$ cat config.mk
export PLATFORM = sky130hd
export DESIGN_NAME = apb_master_flat
export DESIGN_NICKNAME = d
export VERILOG_FILES = /design/src/rtl/apb_pkg.sv /design/src/rtl/apb_master_if.sv /design/src/rtl/apb_wait_timer.sv /design/src/rtl/apb_master.sv /design/src/flat_wrapper.sv
export SDC_FILE = /design/constraint.sdc
export NUM_CORES = 1
export LEC_CHECK = 0
export CORE_MARGIN = 2
export CORE_UTILIZATION = 37
export DETAILED_ROUTE_END_ITERATION = 7
export GPL_TIMING_DRIVEN = 0
export PLACE_DENSITY = 0.77
export SLEW_MARGIN = 20
export SYNTH_ARGS = -nofsm -noshare
export SYNTH_HDL_FRONTEND = slang
export SYNTH_HIERARCHICAL = 1
export SYNTH_SLANG_ARGS = --single-unit
$ cat constraint.sdc
create_clock -name PCLK -period 4 [get_ports PCLK]
set_clock_uncertainty 0.1 [all_clocks]
set_input_delay 0.8 -clock PCLK [delete_from_list [all_inputs] [get_ports PCLK]]
set_output_delay 0.8 -clock PCLK [all_outputs]
set_load 0.005 [all_outputs]
$ cat src/rtl/apb_pkg.sv
// Shared types and helpers for the APB requester: FSM state encoding, protection width, strobe width.
package apb_pkg;

    typedef enum logic [1:0] {
        IDLE   = 2'd0,
        SETUP  = 2'd1,
        ACCESS = 2'd2,
        RESP   = 2'd3
    } apb_state_e;

    localparam int PPROT_W = 3;

    function automatic int strb_width(input int data_size);
        return data_size / 8;
    endfunction

endpackage

$ cat src/rtl/apb_master_if.sv
// Command/response stream plus APB4 request/completer signals for one requester.
interface apb_master_if
    import apb_pkg::*;
#(
    parameter int ADDR_SIZE = 32,
    parameter int DATA_SIZE = 32
) ();

    localparam int STRB_W = strb_width(DATA_SIZE);

    logic                  cmd_valid;
    logic                  cmd_ready;
    logic                  cmd_write;
    logic [ADDR_SIZE-1:0]  cmd_addr;
    logic [DATA_SIZE-1:0]  cmd_wdata;
    logic [STRB_W-1:0]     cmd_strb;
    logic [PPROT_W-1:0]    cmd_prot;

    logic                  rsp_valid;
    logic                  rsp_ready;
    logic [DATA_SIZE-1:0]  rsp_rdata;
    logic                  rsp_slverr;
    logic                  rsp_timeout;

    logic [ADDR_SIZE-1:0]  PADDR;
    logic [PPROT_W-1:0]    PPROT;
    logic                  PSEL;
    logic                  PENABLE;
    logic                  PWRITE;
    logic [DATA_SIZE-1:0]  PWDATA;
    logic [STRB_W-1:0]     PSTRB;
    logic [DATA_SIZE-1:0]  PRDATA;
    logic                  PREADY;
    logic                  PSLVERR;

    modport master (
        input  cmd_valid, cmd_write, cmd_addr, cmd_wdata, cmd_strb, cmd_prot,
        output cmd_ready,
        output rsp_valid, rsp_rdata, rsp_slverr, rsp_timeout,
        input  rsp_ready,
        output PADDR, PPROT, PSEL, PENABLE, PWRITE, PWDATA, PSTRB,
        input  PRDATA, PREADY, PSLVERR
    );

    modport slave (
        output cmd_valid, cmd_write, cmd_addr, cmd_wdata, cmd_strb, cmd_prot,
        input  cmd_ready,
        input  rsp_valid, rsp_rdata, rsp_slverr, rsp_timeout,
        output rsp_ready,
        input  PADDR, PPROT, PSEL, PENABLE, PWRITE, PWDATA, PSTRB,
        output PRDATA, PREADY, PSLVERR
    );

endinterface

$ cat src/rtl/apb_wait_timer.sv
// ACCESS-phase wait counter: cleared on SETUP entry, counts ACCESS cycles, saturates at TIMEOUT.
// expired_o is combinational and flags the edge that ends the TIMEOUT-th counted cycle.
module apb_wait_timer #(
    parameter int TIMEOUT = 16
) (
    input  logic clk_i,
    input  logic rst_i,
    input  logic clr_i,
    input  logic inc_i,
    output logic expired_o
);

    localparam int CW = $clog2(TIMEOUT + 1);
    localparam logic [CW-1:0] LIMIT = CW'(TIMEOUT);
    localparam logic [CW-1:0] LAST  = CW'(TIMEOUT - 1);

    logic [CW-1:0] cnt_q;
    logic [CW-1:0] cnt_d;

    always_comb begin
        cnt_d = cnt_q;
        if (clr_i) begin
            cnt_d = '0;
        end else if (inc_i && (cnt_q != LIMIT)) begin
            cnt_d = cnt_q + 1'b1;
        end
    end

    always_ff @(posedge clk_i or posedge rst_i) begin
        if (rst_i) begin
            cnt_q <= '0;
        end else begin
            cnt_q <= cnt_d;
        end
    end

    // cnt_q holds the number of ACCESS cycles already completed
    assign expired_o = inc_i && (cnt_q >= LAST);

endmodule

$ cat src/rtl/apb_master.sv
// APB4 requester: one command in, one SETUP/ACCESS transfer, one response out; cmd_ready only in IDLE.
// Zero-wait latency: PSEL after accept edge, rsp_valid two edges later; rsp_* held until rsp_ready.
module apb_master
    import apb_pkg::*;
#(
    parameter int ADDR_SIZE = 32,
    parameter int DATA_SIZE = 32,
    parameter int TIMEOUT   = 16
) (
    input  logic         PCLK,
    input  logic         PRESET,
    apb_master_if.master bus
);

    localparam int STRB_W = strb_width(DATA_SIZE);

    apb_state_e            state_q,       state_d;
    logic [ADDR_SIZE-1:0]  paddr_q,       paddr_d;
    logic [PPROT_W-1:0]    pprot_q,       pprot_d;
    logic                  pwrite_q,      pwrite_d;
    logic [DATA_SIZE-1:0]  pwdata_q,      pwdata_d;
    logic [STRB_W-1:0]     pstrb_q,       pstrb_d;
    logic                  psel_q,        psel_d;
    logic                  penable_q,     penable_d;
    logic                  rsp_valid_q,   rsp_valid_d;
    logic [DATA_SIZE-1:0]  rsp_rdata_q,   rsp_rdata_d;
    logic                  rsp_slverr_q,  rsp_slverr_d;
    logic                  rsp_timeout_q, rsp_timeout_d;

    logic timer_clr;
    logic timer_inc;
    logic timer_expired;

    generate
        if (TIMEOUT != 0) begin : g_timer
            apb_wait_timer #(
                .TIMEOUT (TIMEOUT)
            ) u_wait_timer (
                .clk_i     (PCLK),
                .rst_i     (PRESET),
                .clr_i     (timer_clr),
                .inc_i     (timer_inc),
                .expired_o (timer_expired)
            );
        end else begin : g_no_timer
            assign timer_expired = 1'b0;
        end
    endgenerate

    always_comb begin
        state_d       = state_q;
        paddr_d       = paddr_q;
        pprot_d       = pprot_q;
        pwrite_d      = pwrite_q;
        pwdata_d      = pwdata_q;
        pstrb_d       = pstrb_q;
        rsp_rdata_d   = rsp_rdata_q;
        rsp_slverr_d  = rsp_slverr_q;
        rsp_timeout_d = rsp_timeout_q;
        timer_clr     = 1'b0;
        timer_inc     = (state_q == ACCESS);

        case (state_q)
            IDLE: begin
                if (bus.cmd_valid) begin
                    state_d   = SETUP;
                    paddr_d   = bus.cmd_addr;
                    pprot_d   = bus.cmd_prot;
                    pwrite_d  = bus.cmd_write;
                    pwdata_d  = bus.cmd_wdata;
                    pstrb_d   = bus.cmd_write ? bus.cmd_strb : '0;
                    timer_clr = 1'b1;
                end
            end
            SETUP: begin
                state_d = ACCESS;
            end
            ACCESS: begin
                // PREADY takes priority over a timeout landing on the same edge
                if (bus.PREADY) begin
                    state_d       = RESP;
                    rsp_rdata_d   = pwrite_q ? '0 : bus.PRDATA;
                    rsp_slverr_d  = bus.PSLVERR;
                    rsp_timeout_d = 1'b0;
                end else if (timer_expired) begin
                    state_d       = RESP;
                    rsp_rdata_d   = '0;
                    rsp_slverr_d  = 1'b1;
                    rsp_timeout_d = 1'b1;
                end
            end
            RESP: begin
                if (bus.rsp_ready) begin
                    state_d = IDLE;
                end
            end
            default: begin
                state_d = IDLE;
            end
        endcase

        psel_d      = (state_d == SETUP) || (state_d == ACCESS);
        penable_d   = (state_d == ACCESS);
        rsp_valid_d = (state_d == RESP);
    end

    always_ff @(posedge PCLK or posedge PRESET) begin
        if (PRESET) begin
            state_q       <= IDLE;
            paddr_q       <= '0;
            pprot_q       <= '0;
            pwrite_q      <= 1'b0;
            pwdata_q      <= '0;
            pstrb_q       <= '0;
            psel_q        <= 1'b0;
            penable_q     <= 1'b0;
            rsp_valid_q   <= 1'b0;
            rsp_rdata_q   <= '0;
            rsp_slverr_q  <= 1'b0;
            rsp_timeout_q <= 1'b0;
        end else begin
            state_q       <= state_d;
            paddr_q       <= paddr_d;
            pprot_q       <= pprot_d;
            pwrite_q      <= pwrite_d;
            pwdata_q      <= pwdata_d;
            pstrb_q       <= pstrb_d;
            psel_q        <= psel_d;
            penable_q     <= penable_d;
            rsp_valid_q   <= rsp_valid_d;
            rsp_rdata_q   <= rsp_rdata_d;
            rsp_slverr_q  <= rsp_slverr_d;
            rsp_timeout_q <= rsp_timeout_d;
        end
    end

    // Gated by PRESET so cmd_ready stays low for the whole reset window
    assign bus.cmd_ready   = (state_q == IDLE) && !PRESET;

    assign bus.PADDR       = paddr_q;
    assign bus.PPROT       = pprot_q;
    assign bus.PWRITE      = pwrite_q;
    assign bus.PWDATA      = pwdata_q;
    assign bus.PSTRB       = pstrb_q;
    assign bus.PSEL        = psel_q;
    assign bus.PENABLE     = penable_q;
    assign bus.rsp_valid   = rsp_valid_q;
    assign bus.rsp_rdata   = rsp_rdata_q;
    assign bus.rsp_slverr  = rsp_slverr_q;
    assign bus.rsp_timeout = rsp_timeout_q;

endmodule

$ cat src/flat_wrapper.sv
// flat-port wrapper written by rule: the top's interface ports become plain ports
module apb_master_flat import apb_pkg::*;
#(
    parameter int ADDR_SIZE = 32,
    parameter int DATA_SIZE = 32,
    parameter int TIMEOUT   = 16
)
  (PCLK, PRESET, bus_cmd_valid, bus_cmd_write, bus_cmd_addr, bus_cmd_wdata, bus_cmd_strb, bus_cmd_prot, bus_cmd_ready, bus_rsp_valid, bus_rsp_rdata, bus_rsp_slverr, bus_rsp_timeout, bus_rsp_ready, bus_PADDR, bus_PPROT, bus_PSEL, bus_PENABLE, bus_PWRITE, bus_PWDATA, bus_PSTRB, bus_PRDATA, bus_PREADY, bus_PSLVERR);
  apb_master_if #(.ADDR_SIZE(ADDR_SIZE), .DATA_SIZE(DATA_SIZE)) bus_i ();
  input  logic PCLK;
  input  logic PRESET;
  input wire logic [$bits(bus_i.cmd_valid)-1:0] bus_cmd_valid;
  input wire logic [$bits(bus_i.cmd_write)-1:0] bus_cmd_write;
  input wire logic [$bits(bus_i.cmd_addr)-1:0] bus_cmd_addr;
  input wire logic [$bits(bus_i.cmd_wdata)-1:0] bus_cmd_wdata;
  input wire logic [$bits(bus_i.cmd_strb)-1:0] bus_cmd_strb;
  input wire logic [$bits(bus_i.cmd_prot)-1:0] bus_cmd_prot;
  output wire logic [$bits(bus_i.cmd_ready)-1:0] bus_cmd_ready;
  output wire logic [$bits(bus_i.rsp_valid)-1:0] bus_rsp_valid;
  output wire logic [$bits(bus_i.rsp_rdata)-1:0] bus_rsp_rdata;
  output wire logic [$bits(bus_i.rsp_slverr)-1:0] bus_rsp_slverr;
  output wire logic [$bits(bus_i.rsp_timeout)-1:0] bus_rsp_timeout;
  input wire logic [$bits(bus_i.rsp_ready)-1:0] bus_rsp_ready;
  output wire logic [$bits(bus_i.PADDR)-1:0] bus_PADDR;
  output wire logic [$bits(bus_i.PPROT)-1:0] bus_PPROT;
  output wire logic [$bits(bus_i.PSEL)-1:0] bus_PSEL;
  output wire logic [$bits(bus_i.PENABLE)-1:0] bus_PENABLE;
  output wire logic [$bits(bus_i.PWRITE)-1:0] bus_PWRITE;
  output wire logic [$bits(bus_i.PWDATA)-1:0] bus_PWDATA;
  output wire logic [$bits(bus_i.PSTRB)-1:0] bus_PSTRB;
  input wire logic [$bits(bus_i.PRDATA)-1:0] bus_PRDATA;
  input wire logic [$bits(bus_i.PREADY)-1:0] bus_PREADY;
  input wire logic [$bits(bus_i.PSLVERR)-1:0] bus_PSLVERR;
  assign bus_i.cmd_valid = bus_cmd_valid;
  assign bus_i.cmd_write = bus_cmd_write;
  assign bus_i.cmd_addr = bus_cmd_addr;
  assign bus_i.cmd_wdata = bus_cmd_wdata;
  assign bus_i.cmd_strb = bus_cmd_strb;
  assign bus_i.cmd_prot = bus_cmd_prot;
  assign bus_cmd_ready = bus_i.cmd_ready;
  assign bus_rsp_valid = bus_i.rsp_valid;
  assign bus_rsp_rdata = bus_i.rsp_rdata;
  assign bus_rsp_slverr = bus_i.rsp_slverr;
  assign bus_rsp_timeout = bus_i.rsp_timeout;
  assign bus_i.rsp_ready = bus_rsp_ready;
  assign bus_PADDR = bus_i.PADDR;
  assign bus_PPROT = bus_i.PPROT;
  assign bus_PSEL = bus_i.PSEL;
  assign bus_PENABLE = bus_i.PENABLE;
  assign bus_PWRITE = bus_i.PWRITE;
  assign bus_PWDATA = bus_i.PWDATA;
  assign bus_PSTRB = bus_i.PSTRB;
  assign bus_i.PRDATA = bus_PRDATA;
  assign bus_i.PREADY = bus_PREADY;
  assign bus_i.PSLVERR = bus_PSLVERR;
  apb_master #(.ADDR_SIZE(ADDR_SIZE), .DATA_SIZE(DATA_SIZE), .TIMEOUT(TIMEOUT)) u_core (.PCLK(PCLK), .PRESET(PRESET), .bus(bus_i));
endmodule
==> out/results.ini <==
[run_status]
status = finished clean

[yosys]
ys_top_cells_by_area = dfrtp_1 (63%), mux2_2 (17%), o21ai_0 (7.1%), nand2_1 (2.8%), ha_1 (1.1%)
synth_cell_types = 33
syn_area_per_cell_um2 = 12.7
yosysMostFrequentCell = dfrtp_1
synth_area_leader_cell = dfrtp_1
yosysWarnings = 6
synth_ff_type = dfrtp_1
netlist_area_mm2 = 0.00463
synth_edf_count = 0
synth_commonest_cells = dfrtp_1 (116), mux2_2 (68), o21ai_0 (66), nand2_1 (35), inv_1 (13)
synthCells = 365
synth-async-reset-ratio = 1.00
syn-num-nets = 479
synth_top_area_frac = 0.627
yosysSeqAreaShare = 0.627
synth_seq_cells = 116

[global_route]
grt_pass1_wl_um = 19100
grt_max_degree = 63
grt-ovfl-total = 0
grt_antenna_before_repair = 0
grt_pass1_vias = 3925
grt_usage = 0.185

[sta]
finalSetupTns_ns = 0
fmax_mhz = 343
setup_viol = 0
tightest_slew_ns = 0.592
rsz0062_at_grt = no
hold_viol = 0
slew_violations = 0
fin_crit_ns = 2.91
relSlewSlack = 0.605
min_period_over_period = 0.728
final.setup.worst_slack_ns = 1.09

[detailed_routing]
drc = 0
dr.pass1.iters = 4
antenna_left = 0
route.vias.total = 3754
drt-total-wl_um = 12300
wl_per_cell_um = 15.7
drt_iter0_drc = 157
vias_per_cell = 4.79

[hold_path]
hp-class = register to register
holdPathStages = 1
hold_start = u_core/bus.PWDATA[0]
hold_end = u_core/bus.PWDATA[0]

[worst_setup_path]
reg2reg_from = u_core/g_timer.u_wait_timer/cnt_q[0]
path_common_cell = clkdlybuf4s50_1
slowest_delay_ns = 0.54
critPathLaunch = PRESET
required_ns = 3.10
startpoint_type = primary input
r2r_slack_ns = 1.55
crit_path_top_delay_cell = clkdlybuf4s50_1
end_kind = output pin
crit_fanout = 3
reg2reg_depth = 9
r2r-end = u_core/bus.rsp_rdata[4]
crit_chain = clkdlybuf4s50_1 -> nor3_1 -> clkdlybuf4s50_1
crit_type = primary input to output pin
crit_buf_inv = 2
crit_arrival_ns = 2.01
cp_top_family = buffers and inverters

[clock_tree]
cts_hold_buffers = 0
cts_sinks = 116
cts_root_buf = clkbuf_16
htreeDepth = 4
postCtsSetupBuffers = 0
clock_latency_ns = 0.41
clock_tree.buffer_depth = 2
cts-resized-gates = 0
cts_tree = built
cts_buffers = 17
cts.reportedPaths.clkPinSlew_ns = 0.05

[die]
die_w_um = 116
rows = 40
core_mm2 = 0.0121
die_y_um = 116
start_util = 0.382
die_area_mm2 = 0.0134
io_pins = 220

[placed_design]
gp_congestion = 0.782
io_buffers = 219
pre_cts_ws_ns = 1.07
dp_hpwl_um = 9040

[cells_and_area]
nFillCells = 995
syn2layout_area_growth_pct = 64.2
diodes = 0
nets = 718
drive_gt1_frac = 0.187

[pwr]
powerDensity_mw_per_mm2 = 724
vdd_drop_max_v = 0.000333
power_leakage_nw = 3.20

[run]
maxCapViolCount = 0

==> state kept, by name, summed over array words and instances (netlist names) <==
name	flops
u_core/bus.rsp_valid	1
u_core/bus.rsp_slverr	1
u_core/bus.PPROT	3
u_core/bus.PSEL	1
u_core/bus.rsp_timeout	1
u_core/bus.PSTRB	4
u_core/state_q	2
u_core/bus.PWDATA	32
u_core/bus.PWRITE	1
u_core/bus.PENABLE	1
u_core/g_timer.u_wait_timer/cnt_q	5
u_core/bus.PADDR	32
u_core/bus.rsp_rdata	32
==> power by group <==
part           leakage, nW  internal [mW]  switching [mW]
Sequential            1.44           1.68           0.263
Clock                0.268          0.893           0.485
Combinational         1.49           1.38           0.813
==> layer usage <==
layer	part of all wire	global-route usage
met1	0.40	0.207
met2	0.50	0.324
met3	0.075	0.0591
met4	0.021	0.0825
met5	0	0
==> worst max-delay path by stage <==
stage / depth (start not counted) / slack [ns] / end
2_1_floorplan: 1 / 0.17 / u_core/bus.PADDR[0]
3_3_place_gp: 2 / -1.36 / u_core/bus.PADDR[12]
3_5_place_dp: 3 / 1.07 / bus_cmd_ready
4_1_cts: 3 / 1.07 / bus_cmd_ready
5_1_grt: 3 / 1.0 / bus_cmd_ready
6_report: 3 / 1.09 / bus_cmd_ready
==> placed cells by master (no fill, tap or decap), types with 2 or more instances in the layout <==
cell	Yosys	final
o21ai_0	66	66
a21oi_1	3	3
clkbuf_1	10	16
nand2_1	35	35
buf_2	5	5
nor2_1	7	7
inv_1	13	12
ha_1	4	4
clkbuf_16	0	17
nand3_1	5	5
buf_4	6	6
inv_2	2	2
clkinv_2	0	4
clkbuf_8	0	3
o21a_1	2	2
o21ai_1	2	2
mux2_2	68	68
nand4_1	2	2
a211oi_1	2	2
buf_6	2	2
dfrtp_1	116	116
clkdlybuf4s50_1	0	219
==> through the flow <==
step | power (mW) | std cells | area (µm²) | util | hold WS (ns)
CTS | 5.57 | 784 | 7600 | 0.628 | 0.406
finish | 5.51 | 784 | 7600 | 0.628 | 0.401
global route | 5.84 | 784 | 7600 | 0.628 | 0.416
global placement | 4.07 | 752 | 7030 | 0.581 | 0.389
floorplan | 2.84 | 365 | 4630 | - | 0.399
detailed placement | 4.16 | 753 | 7070 | 0.583 | 0.394
==> layout make-up <==
type	count	area [µm²]	area share
plain buffers	23	130	0.0171
well taps	168	210	0.0276
flip-flops and latches	116	2900	0.382
clock buffers	26	489	0.0643
multi-input cells	211	1540	0.203
repair buffers	220	2220	0.292
inverters	15	61.3	0.00806
clock inverters	5	50.0	0.00658
==> cell families after synthesis <==
family / Yosys count / share of synthesized area
muxes: 70 / 0.171
and+or+nand+nor: 56 / 0.0559
adders and majority gates: 4 / 0.0108
AOI/OAI and AO/OA: 80 / 0.0935
xor gates and xnor gates: 1 / 0.00189
DFF: 116 / 0.627
buffers and inverters: 38 / 0.0403
(Power assumes the default switching activity.)
